===== src/rtl/hazard_ctrl.sv =====
`default_nettype none
// +----------------------------------------------------------------------------+
// | Module      : hazard_ctrl                                                  |
// | Description : Pipeline hazard controller. Detects load-use hazards in ID,  |
// |               taken BEQ branches resolved in EX and J instructions in ID,  |
// |               and drives the next-PC select controls together with the    |
// |               IF/ID flush and ID/EX bubble controls. Keeps multi-cycle     |
// |               stall/flush state and two saturating performance counters.  |
// |                                                                            |
// | Ports                                                                      |
// |   clk, rst_n        : clock (rising edge), asynchronous active-low reset   |
// |   id_rs, id_rt      : source register fields of the ID instruction        |
// |   id_use_rs/_rt     : ID instruction actually reads rs / rt                |
// |   ex_mem_read,ex_rt : EX instruction is a load, and its destination        |
// |   ex_beq, ex_zero   : EX instruction is BEQ, ALU zero flag                 |
// |   id_jump           : ID instruction is J                                  |
// |   cnt_clr           : synchronous clear of both performance counters       |
// |   pc_sub_4_data     : re-fetch current PC because of a data bubble         |
// |   pc_sub_4_ctrl     : re-fetch current PC because of a control bubble      |
// |   beq, jump         : select branch / jump target                          |
// |   if_id_flush       : zero the IF/ID register                              |
// |   id_ex_bubble      : inject a NOP into ID/EX                              |
// |   state             : RUN=0, LD_STALL=1, BR_FLUSH=2                        |
// |   stall_cnt         : cycles with either pc_sub_4 output high              |
// |   flush_cnt         : cycles with if_id_flush high                         |
// |                                                                            |
// | Revision    : 1.0  initial release                                         |
// +----------------------------------------------------------------------------+
module hazard_ctrl #(
  parameter int LD_EXTRA = 0,   // extra load-use stall cycles, 0..7
  parameter int BR_EXTRA = 1,   // extra flush cycles after a taken branch, 0..7
  parameter int CNT_W    = 16   // performance counter width
) (
  input  logic             clk,
  input  logic             rst_n,
  input  logic [4:0]       id_rs,
  input  logic [4:0]       id_rt,
  input  logic             id_use_rs,
  input  logic             id_use_rt,
  input  logic             ex_mem_read,
  input  logic [4:0]       ex_rt,
  input  logic             ex_beq,
  input  logic             ex_zero,
  input  logic             id_jump,
  input  logic             cnt_clr,
  output logic             pc_sub_4_data,
  output logic             pc_sub_4_ctrl,
  output logic             beq,
  output logic             jump,
  output logic             if_id_flush,
  output logic             id_ex_bubble,
  output logic [1:0]       state,
  output logic [CNT_W-1:0] stall_cnt,
  output logic [CNT_W-1:0] flush_cnt
);

  typedef enum logic [1:0] {
    RUN      = 2'd0,
    LD_STALL = 2'd1,
    BR_FLUSH = 2'd2
  } state_t;

  // Reload values for the extra-cycle down-counter; only used when the
  // corresponding EXTRA parameter is non-zero.
  localparam logic [2:0]       c_LD_LOAD = (LD_EXTRA > 0) ? 3'(LD_EXTRA - 1) : 3'd0;
  localparam logic [2:0]       c_BR_LOAD = (BR_EXTRA > 0) ? 3'(BR_EXTRA - 1) : 3'd0;
  localparam logic [CNT_W-1:0] c_ONE     = CNT_W'(1);
  localparam logic [CNT_W-1:0] c_MAX     = {CNT_W{1'b1}};

  state_t           r_state;
  logic [2:0]       r_cnt;
  logic [CNT_W-1:0] r_stall_cnt;
  logic [CNT_W-1:0] r_flush_cnt;

  state_t           w_nxt_state;
  logic [2:0]       w_nxt_cnt;
  logic             w_ld_haz;
  logic             w_br_tk;
  logic             w_psd;
  logic             w_psc;
  logic             w_beq;
  logic             w_jump;
  logic             w_flush;
  logic             w_bubble;
  logic             w_stall_inc;
  logic             w_flush_inc;

  // A load into $0 never creates a dependency.
  assign w_ld_haz = ex_mem_read & (ex_rt != 5'd0) &
                    ((id_use_rs & (id_rs == ex_rt)) |
                     (id_use_rt & (id_rt == ex_rt)));

  assign w_br_tk  = ex_beq & ex_zero;

  // Mealy control decode and next-state selection.
  always_comb begin
    w_nxt_state = r_state;
    w_nxt_cnt   = r_cnt;
    w_psd       = 1'b0;
    w_psc       = 1'b0;
    w_beq       = 1'b0;
    w_jump      = 1'b0;
    w_flush     = 1'b0;
    w_bubble    = 1'b0;

    if (w_br_tk) begin
      // The branch is the oldest instruction in flight, so it wins in every
      // state and always (re)starts the flush window.
      w_beq    = 1'b1;
      w_flush  = 1'b1;
      w_bubble = 1'b1;
      if (BR_EXTRA > 0) begin
        w_nxt_state = BR_FLUSH;
        w_nxt_cnt   = c_BR_LOAD;
      end else begin
        w_nxt_state = RUN;
        w_nxt_cnt   = 3'd0;
      end
    end else begin
      case (r_state)
        RUN: begin
          if (id_jump) begin
            // Single bubble: the fetched fall-through instruction is dropped
            // and the PC moves straight to the jump target.
            w_jump  = 1'b1;
            w_flush = 1'b1;
          end else if (w_ld_haz) begin
            w_psd    = 1'b1;
            w_bubble = 1'b1;
            if (LD_EXTRA > 0) begin
              w_nxt_state = LD_STALL;
              w_nxt_cnt   = c_LD_LOAD;
            end
          end
        end

        LD_STALL: begin
          // A jump waiting in ID is held until the stall has drained.
          w_psd    = 1'b1;
          w_bubble = 1'b1;
          if (r_cnt == 3'd0) begin
            w_nxt_state = RUN;
          end else begin
            w_nxt_cnt = r_cnt - 3'd1;
          end
        end

        BR_FLUSH: begin
          // Wrong-path instructions are being discarded, so their jumps and
          // load-use dependencies are meaningless here.
          w_psc    = 1'b1;
          w_flush  = 1'b1;
          w_bubble = 1'b1;
          if (r_cnt == 3'd0) begin
            w_nxt_state = RUN;
          end else begin
            w_nxt_cnt = r_cnt - 3'd1;
          end
        end

        default: begin
          w_nxt_state = RUN;
          w_nxt_cnt   = 3'd0;
        end
      endcase
    end
  end

  // Outputs are forced low while reset is asserted, independent of inputs.
  assign pc_sub_4_data = w_psd    & rst_n;
  assign pc_sub_4_ctrl = w_psc    & rst_n;
  assign beq           = w_beq    & rst_n;
  assign jump          = w_jump   & rst_n;
  assign if_id_flush   = w_flush  & rst_n;
  assign id_ex_bubble  = w_bubble & rst_n;

  assign w_stall_inc   = w_psd | w_psc;
  assign w_flush_inc   = w_flush;

  // FSM and extra-cycle down-counter.
  always_ff @(posedge clk or negedge rst_n) begin
    if (!rst_n) begin
      r_state <= RUN;
      r_cnt   <= 3'd0;
    end else begin
      r_state <= w_nxt_state;
      r_cnt   <= w_nxt_cnt;
    end
  end

  // Saturating performance counters; clear beats increment.
  always_ff @(posedge clk or negedge rst_n) begin
    if (!rst_n) begin
      r_stall_cnt <= '0;
      r_flush_cnt <= '0;
    end else if (cnt_clr) begin
      r_stall_cnt <= '0;
      r_flush_cnt <= '0;
    end else begin
      if (w_stall_inc && (r_stall_cnt != c_MAX)) begin
        r_stall_cnt <= r_stall_cnt + c_ONE;
      end
      if (w_flush_inc && (r_flush_cnt != c_MAX)) begin
        r_flush_cnt <= r_flush_cnt + c_ONE;
      end
    end
  end

  assign state     = r_state;
  assign stall_cnt = r_stall_cnt;
  assign flush_cnt = r_flush_cnt;

endmodule
`default_nettype wire


===== config.mk =====
export PLATFORM = sky130hd
export DESIGN_NAME = hazard_ctrl
export DESIGN_NICKNAME = d
export VERILOG_FILES = /design/src/rtl/hazard_ctrl.sv
export SDC_FILE = /design/constraint.sdc
export NUM_CORES = 1
export LEC_CHECK = 0
export CORE_MARGIN = 2
export CORE_UTILIZATION = 47
export DETAILED_ROUTE_END_ITERATION = 7
export PLACE_DENSITY = 0.83
export SLEW_MARGIN = 20
export SYNTH_ARGS = -nofsm -noshare
export SYNTH_HDL_FRONTEND = slang
export SYNTH_SLANG_ARGS = --single-unit

===== constraint.sdc =====
create_clock -name clk -period 3.5 [get_ports clk]
set_input_delay 1.05 -clock clk [delete_from_list [all_inputs] [get_ports clk]]
set_output_delay 1.05 -clock clk [all_outputs]
set_load 0.005 [all_outputs]

==> summary.txt, run 1 <==
Detailed routing
  • Drc violations: 0
  • Drt total wl: 5.181 mm
  • Avg WL per Cell: 14.51 um
  • Via count: 1959
  • Post-route antenna net violation count: 0
  • Initial DRT Pass Iterations: 4
  • Initial DRC Count: 83
  • Vias per cell: 5.487

Run
  • MaxCap Viol Count: 0

Worst hold path
  • Min-Delay Endpoint: r_cnt[1]
  • Min-delay worst type: flip-flop to flip-flop
  • Hold Startpoint: r_cnt[1]
  • Hold path depth: 2

Setup path
  • RR Endpoint: stall_cnt[15]
  • R2r setup slk: 1.21 ns
  • CP Class: primary input to output pin
  • Worst Reg-to-Reg Cells: 7
  • Worst r2r src: state[1]
  • Startpoint types: primary input
  • Crit path launch: ex_beq
  • Crit path required time: 2.45 ns
  • Crit Path Max Fanout: 4
  • CP Data Arrival Time: 2.40 ns
  • CP Capture Type: output pin

Synthesis
  • Mean Syn Cell Area: 9.123 sq um
  • Register area share after synthesis: 42.93%
  • EDFF count, synth: 0
  • YS warnings: 0
  • Synth Cell Area: 0.002098 sq mm
  • Asr flop ratio synth: 100.0%
  • Post-Syn Nets: 258
  • Cells after Synth: 230
  • Top FF cell, synth: dfrtp_1
  • Post-synthesis register bit count: 36
  • Distinct cells, synth: 37

GRT
  • First-pass GRT wire length: 8.880 mm
  • Vias in the first global route: 1934
  • Total gr overflow: 0
  • Antenna violations before repair: 0
  • Largest net degree at the start of global routing: 36
  • All-Layer GR Usage: 22.11%

Floorplanning
  • Die X: 70.82 um
  • Core Area: 0.004324 sq mm
  • Initial Util: 48.52%
  • Die span in y: 70.82 um
  • Die footprint: 0.005015 sq mm
  • Floorplan row count: 24
  • Number of I/O pins: 64

STA
  • Fin Hold WS: 0.5262 ns
  • Hold Fails Final Rpt: 0
  • # setup viols final: 0
  • Slew @ Worst Pin: 0.4852 ns
  • Max-slew headroom: 67.31%
  • Min Tclk post-route: 3.448 ns
  • Max Clk Rate: 290.0 MHz
  • Fraction of the cycle the final worst path needs: 98.52%
  • Clock Skew: 0.005168 ns
  • RSZ-0062 raised after global routing: true
  • Fin. max-slew vios: 0

Layout
  • Fin util: 69.47%
  • Area taken by multi-input logic gates: 0.001177 sq mm
  • Share of layout cells above drive strength 1: 15.74%
  • Layout net count: 333
  • Fin area: 0.003004 sq mm
  • Fin cells: 357
  • Fillers: 340
  • Area Growth Syn to Fin: 43.17%
  • Diode count: 0
  • Sequential standard cell area: 900.9 sq um

Clock tree
  • Buffer depth of the longest clock path: 2
  • Clock root buffer master: clkbuf_8
  • Clock-pin slew on the worst setup and hold paths: 0.07 ns
  • CTS H-Tree Depth: 2
  • CTS tree: yes
  • CTS Buf Count: 5
  • Clk_lat worst skew: 0.29 ns
  • Hold Buf Count CTS: 0
  • Clk sinks: 36

Power and ir drop
  • Worst vdd ir: 0.0002204 V
  • Power, Total: 1.138 mW
  • Pwr dens: 378.7 mW/mm^2
  • Leakage: 1.294 nW

Place
  • DP HPWL: 3.632 mm
  • Placed cells: 349
  • DP Area: 0.002836 sq mm
  • Final Wtd Congestion: 0.8271
  • Port buffer count: 62

Status
  • Status: complete, no violations
per-stage QoR:
step	TNS (ns)	worst slack, ns
global placement	-1.216	-0.5445
floorplan	0	0.3220
detailed placement	-1.278	-0.5813
finish	0	0.05165
global route	-0.002962	-0.002962
CTS	-0.05887	-0.05887
synthesized netlist by cell type (all sizes together) (2+ instances only):
| cell | number | share of area, % |
|---|---|---|
| dfrtp | 36 | 43 |
| nor2 | 25 | 4.5 |
| xnor2 | 21 | 8.8 |
| a21oi | 20 | 4.8 |
| nand2 | 20 | 3.6 |
| o21ai | 13 | 3.1 |
| or3 | 11 | 3.6 |
| nand3 | 10 | 2.4 |
| and3 | 7 | 2.1 |
| nand4 | 7 | 2.4 |
| nor3 | 6 | 1.4 |
| or4 | 6 | 2.1 |
| clkbuf | 5 | 0.89 |
| inv | 5 | 0.89 |
| o31ai | 5 | 1.8 |
| xor2 | 5 | 2.1 |
| and2 | 4 | 1.3 |
| buf | 4 | 2.0 |
| ha | 4 | 2.4 |
| and4 | 3 | 1.3 |
| mux2i | 2 | 0.95 |
| nor3b | 2 | 0.72 |
flip-flops by register name, summed over array words and instances, names as in the netlist:
register   count
state          1
r_cnt          3
stall_cnt     16
flush_cnt     16
power breakdown:
part | internal (mW) | total (mW) | switching (mW)
Combinational | 0.170 | 0.330 | 0.160
Clock | 0.175 | 0.319 | 0.143
Sequential | 0.452 | 0.489 | 0.0375
area by class of cell:
| cell class | instances | area share [%] |
|---|---|---|
| Clock buffer | 7 | 3.207 |
| Inverter | 5 | 0.6247 |
| Multi-Input combinational cell | 180 | 39.19 |
| Sequential cell | 36 | 29.99 |
| Tap cell | 52 | 2.166 |
| Timing Repair Buffer | 77 | 24.82 |
cell families (layout without fill, tap and decap cells):
kind of cell | after synthesis | in the layout | synth area share [%]
muxes | 2 | 2 | 0.9541
xor gates and xnor gates | 26 | 26 | 10.85
buffers and inverters | 14 | 89 | 3.757
DFF | 36 | 36 | 42.93
other | 1 | 1 | 0.1787
adders and majority gates | 4 | 4 | 2.385
AOI/OAI and AO/OA | 44 | 44 | 12.70
and+or+nand+nor | 103 | 103 | 26.24
worst max-delay path: stages:
cell	delay (ns)
clkdlybuf4s50_1	0.44
buf_4	0.16
nand2_1	0.07
and3_2	0.17
clkdlybuf4s50_1	0.51
routing by layer:
metal | vias up | global-route usage, % | part of all wire (%)
li1 | 966 | - | -
met1 | 939 | 26.94 | 44
met2 | 48 | 38.63 | 50
met3 | 6 | 4.843 | 5.0
met4 | 0 | 7.757 | 1.5
met5 | - | 0 | 0
timing repair:
item	4_1_cts	5_1_grt
setup buffers	1	0
pin swaps	4	13
resized for setup	27	16
setup endpoints to repair	4	2
how the worst max path moves through the flow:
stage / end / cells after the start
6_report: pc_sub_4_ctrl / 5
5_1_grt: id_ex_bubble / 7
4_1_cts: id_ex_bubble / 7
3_5_place_dp: id_ex_bubble / 6
3_3_place_gp: id_ex_bubble / 8
2_1_floorplan: id_ex_bubble / 4
cells in the final DEF (no fill, tap or decap), drive strengths merged, types with 8 or more instances in the layout:
master         count
clkdlybuf4s50     42
dfrtp             36
nor2              25
xnor2             21
nand2             20
a21oi             20
buf               19
o21ai             13
or3               11
nand3             10
dlymetal6s2s      10
clkbuf             8
Note: power is estimated with default switching activity, not from simulation.
==> inputs of run 2 (changes only) <==
GPL_ROUTABILITY_DRIVEN = 0   (was unset)
==> results of run 2 <==
Final layout, timing and power as in run 1 (identical DEF).
==> inputs of run 3 (changes only) <==
CORE_MARGIN = 3   (was 2)
SKIP_LAST_GASP = 1   (was unset)
==> summary.txt, run 3 (synthesis gave the netlist of run 1 again) <==
Status
  • Status: complete, no violations

STA
  • Fraction of the cycle the final worst path needs: 99.00%
  • Fin. max-slew vios: 0
  • Max-slew headroom: 67.04%
  • Setup TNS: 0 ns
  • RSZ-0062 raised after global routing: false
  • Max Clk Rate: 288.6 MHz
  • Min Tclk post-route: 3.465 ns
  • Slew @ Worst Pin: 0.4892 ns
  • Hold Fails Final Rpt: 0
  • # setup viols final: 0
  • Clock Skew: 0.004235 ns

Detailed routing
  • Avg WL per Cell: 14.26 um
  • Initial DRT Pass Iterations: 4
  • Initial DRC Count: 74
  • Vias per cell: 5.542
  • Post-route antenna net violation count: 0
  • Via count: 1984
  • Drc violations: 0
  • Drt total wl: 5.106 mm

GRT
  • Largest net degree at the start of global routing: 33
  • Global Route met3 Usage: 5.923%
  • First-pass GRT wire length: 8.549 mm
  • Total gr overflow: 0
  • Antenna violations before repair: 0
  • All-Layer GR Usage: 20.34%
  • Vias in the first global route: 1946
  • Met2 Resource Use GR: 34.87%
  • GR Util met1: 24.05%
  • Grt peak-use layer: met2

Floorplanning
  • Die X: 72.82 um
  • Floorplan row count: 23
  • Core Area: 0.004144 sq mm
  • Number of I/O pins: 64
  • Die span in y: 72.82 um
  • Initial Util: 50.63%
  • Die footprint: 0.005302 sq mm

Layout
  • Fin cells: 358
  • Commonest non-fill, non-tap cell in the layout: clkdlybuf4s50_1
  • Share of layout cells above drive strength 1: 14.61%
  • Most frequent cells in the layout: clkdlybuf4s50_1, dfrtp_1, nor2_1
  • Fin area: 0.002972 sq mm
  • Diode count: 0
  • Area taken by multi-input logic gates: 0.001145 sq mm
  • Layout net count: 335
  • Fillers: 328
  • Sequential standard cell area: 900.9 sq um
  • Area Growth Syn to Fin: 41.62%

Power and ir drop
  • P_sw: 0.3403 mW
  • Flop pwr share: 41.6%
  • Clk pwr share: 30.2%
  • Pwr dens: 395.7 mW/mm^2
  • Sw frac: 28.94%
  • Power, Total: 1.176 mW
  • Worst vdd ir: 0.0002947 V
  • Cell internal pwr: 0.8355 mW
  • Combinational share of power: 28.2%
  • Leakage: 1.203 nW

Setup path
  • CP Capture Type: output pin
  • Critical-path cell list: clkdlybuf4s15_1 > or4_4 > o21ai_4 > nor3b_2 > o31a_2 > buf_6
  • Highest-delay cell along the critical path: or4_4
  • RR Endpoint: stall_cnt[13]
  • R2r setup slk: 1.28 ns
  • CP Data Arrival Time: 2.41 ns
  • Crit Path Max Fanout: 2
  • Crit-path leading delay family: simple AND/OR/NAND/NOR gates
  • Crit path required time: 2.45 ns
  • Crit path largest cell delay: 0.54 ns
  • Instance count on the critical path: 6
  • Worst r2r src: state[1]
  • Worst Reg-to-Reg Cells: 7
  • Startpoint types: primary input
  • CP Class: primary input to output pin
  • Buffers & Inverters on Critical Path: 2

Place
  • Port buffer count: 62
  • DP Area: 0.002849 sq mm
  • DP HPWL: 3.695 mm
  • Placed cells: 349

Worst hold path
  • Hold path depth: 2
  • Min-delay worst type: flip-flop to flip-flop
  • Hold Startpoint: r_cnt[1]
  • Min-Delay Endpoint: r_cnt[1]

Clock tree
  • Clock-pin slew on the worst setup and hold paths: 0.07 ns
  • Clock root buffer master: clkbuf_8
  • Clk_lat worst skew: 0.29 ns
  • CTS H-Tree Depth: 2
  • Hold Buf Count CTS: 0
  • CTS tree: yes
  • CTS Buf Count: 5
  • Buffer depth of the longest clock path: 2
  • Clk sinks: 36

Run
  • MaxCap Viol Count: 0
-- run 3: cell count changes in the layout (fill, tap and decap cells not counted), moves of 2 or more --
| cell | before | now |
|---|---|---|
| dlymetal6s2s_1 | 10 | 0 |
| buf_4 | 13 | 16 |
| xnor2_1 | 18 | 21 |
| buf_2 | 4 | 2 |
| clkdlybuf4s50_1 | 42 | 52 |
| xnor2_2 | 3 | 0 |
| clkbuf_8 | 7 | 5 |
-- run 3: worst max-delay path by stage --
| stage | start | slack, ns | to |
|---|---|---|---|
| finish | ex_rt[2] | 0.04 | id_ex_bubble |
| global route | ex_rt[2] | 0.0007 | id_ex_bubble |
| CTS | ex_rt[1] | -0.1 | id_ex_bubble |
| detailed placement | ex_rt[1] | -0.56 | id_ex_bubble |
| global placement | ex_rt[1] | -0.54 | id_ex_bubble |
| floorplan | ex_rt[1] | 0.32 | id_ex_bubble |
-- run 3: tightest hold or removal path, delay by kind of cell, from the launching register on --
kind / cells / cell delay (ns)
AO/OA/AOI/OAI: 1 / 0.07
flip-flops: 1 / 0.35
AND/OR/NAND/NOR: 1 / 0.09
-- run 3: layout make-up --
class | count | area share [%]
Multi-Input combinational cell | 180 | 38.53
Sequential cell | 36 | 30.32
Clock buffer | 6 | 2.442
Timing Repair Buffer | 79 | 24.80
Clock inverter | 2 | 1.179
Tap cell | 50 | 2.105
Inverter | 5 | 0.6316
-- run 3: power groups by stage --
| stage | registers [mW] | clock network [mW] | logic, mW |
|---|---|---|---|
| 2_1_floorplan | 0.492 | 0 | 0.188 |
| 3_3_place_gp | 0.494 | 0 | 0.320 |
| 3_5_place_dp | 0.497 | 0 | 0.332 |
| 4_1_cts | 0.488 | 0.366 | 0.331 |
| 5_1_grt | 0.495 | 0.381 | 0.375 |
| 6_report | 0.489 | 0.355 | 0.332 |
-- run 3: per-layer routing --
metal,vias to the layer above,wire [um]
met3,8,338
met4,0,72
met2,52,2543
met1,949,2153
li1,975,-
met5,-,0
-- run 3: repair_timing --
action,in CTS,in global routing
endpoints found under the setup margin,4,2
setup buffers,1,0
pin swaps,4,3
endpoints found under the hold margin,0,0
resized for setup,16,10
-- run 3: through the flow --
step	worst slack [ns]	hold slack, ns	utilization [%]
floorplan	0.3220	0.4802	-
global placement	-0.5450	0.4985	68.75
detailed placement	-0.5613	0.5366	68.75
CTS	-0.09709	0.5522	71.53
global route	0.0007392	0.6000	71.71
finish	0.03502	0.5498	71.71
==> RTL change (settings of run 1) <==
Set the parameter `CNT_W` to 20 (it was 16).
--- a/src/rtl/hazard_ctrl.sv
+++ b/src/rtl/hazard_ctrl.sv
@@ -31,3 +31,3 @@
   parameter int BR_EXTRA = 1,   // extra flush cycles after a taken branch, 0..7
-  parameter int CNT_W    = 16   // performance counter width
+  parameter int CNT_W    = 20   // performance counter width
 ) (
Ports: changed (resized flush_cnt and stall_cnt); port bits go from 64 to 72. No check against the original RTL was run, so the function may have changed too.
==> RTL change against run 1 <==
  * Total power grew 16%
  * Sequential cell count grew 8
  * Setup slack lost 0.020 ns
  * Synthesized area grew 22%
  * Combinational power grew 1%
  * Wire length grew 24%
  * First-iteration DRC count grew 70%
  * Final area grew 19%
  * Global-route usage shrank 0.076 points
  * Clock power grew 29%
  * Critical endpoint is now id_ex_bubble
  * Largest cell class unchanged
==> RTL change: results (changes against run 1) <==
routability cong. 0.826 (-0.19%); reported leakage power 1.46 nW (+13%); clk slew on worst S/H paths 0.08 ns; FILL cells 423 (+24%); CP top delay family simple AND/OR/NAND/NOR gates; top cells by count, synth dfrtp_1, nor2_1, a21oi_1, nand2_1, xor2_1; CP max stage delay 0.38 ns (-0.13 ns); post-synthesis sequential area ratio 42.9% (-0.049 points); cts repair resizes 52 (+93%); Critical Path Fanout Max 2 (-2); Syn Area/Cell 9.14 um2 (+0.15%); dpl cell area 3430 um2 (+21%); asr flop ratio synth 100% (unchanged); Root Driver clkbuf_8; Pre-antenna DRT Iters 4 (unchanged); total CTS buffers 5 (unchanged); pre-CTS setup slack -0.814 ns (-0.233 ns); CTS max path bufs 2 (unchanged); number of DRC markers in iteration 0 141 (+70%); H-tree depth 2 (unchanged); vias in the first global route 2392 (+24%); Placed Cells 425 (+22%); hpwl dp 4620 um (+27%); Setup Buffers After CTS 1 (unchanged); WP data arrival 2.42 ns (+0.02 ns); initial antenna violation count 0 (unchanged); Synth area leaders dfrtp_1, xor2_1, a21oi_1; peak supply drop 0.000216 V (-2.0%); first-pass GRT wire length 11000 um (+23%); vias per cell 5.71 (+4.1%); number of synthesis warnings 0 (unchanged); All-Layer GR Usage 22.0% (-0.076 points); Routed WL 6420 um (+24%); worst min-delay path class reg2reg; # port buffers 70 (+13%); crit path max-delay cell type or3b_4; n_diodes 0 (unchanged); Final Skew 0.00986 ns (+0.00469 ns); share of cells above drive strength 1 16.7% (+0.97 points); Rel. slew slack 38.4% (-29 points); Multi-input gate area 1430 um2 (+21%); DR vias 2486 (+27%); synth unique cells 43 (+16%); status finished, final reports clean; pin count of the biggest net entering global routing 25 (-31%); syn_nets 309 (+20%); Skew-Pair Late Insertion Delay roughly 0.3 ns; Net count, final 392 (+18%)
==> RTL change: cell count changes in the layout (fill, tap and decap cells not counted), sizes merged, moves of 9 or more <==
cell and change:
buf +9, dlymetal6s2s -9, o31ai +9, or4 +9
xnor2 -11, xor2 +13
==> RTL change: report_power, final <==
group	internal (W)	total [W]	switching [W]
clock	0.000233	0.000413	0.000180
sequential	0.000542	0.000577	0.0000356
combinational	0.000166	0.000334	0.000168
total	0.000941	0.00132	0.000384
==> RTL change: area by class of cell <==
class	instances	area share (%)
Clock buffer	6	2.31
Clock inverter	2	1.08
Inverter	9	0.943
Multi-Input combinational cell	215	39.9
Sequential cell	44	30.7
Tap cell	70	2.45
Timing Repair Buffer	89	22.5
==> RTL change: logic make-up after synthesis <==
kind of cell,Yosys count,share of synthesized area [%]
and+or+nand+nor,122,26.1
other,1,0.146
muxes,4,1.71
adders and majority gates,4,1.95
DFF,44,42.9
AOI/OAI and AO/OA,56,13.8
xor gates and xnor gates,28,9.55
buffers and inverters,22,3.85
==> RTL change: final timing paths <==
kind	start	cells past startpoint	to	slack, ns
hold / removal	r_cnt[1]	2	r_cnt[1]	0.57
min in group asynchronous	rst_n	2	r_cnt[2]	0.79
setup / recovery	ex_rt[0]	7	id_ex_bubble	0.03
max in group asynchronous	rst_n	2	stall_cnt[3]	2.43
setup reg to reg	flush_cnt[0]	7	flush_cnt[4]	1.19
hold reg to reg	r_cnt[1]	2	r_cnt[1]	0.57
==> RTL change: metal layers <==
metal  track usage, %  up-vias  routed length, um
met3             4.65       12                281
met1             27.2     1228               2710
met4             5.44        0                 76
met2             39.2       71               3360
li1                 -     1175                  -
met5                0        -                  0
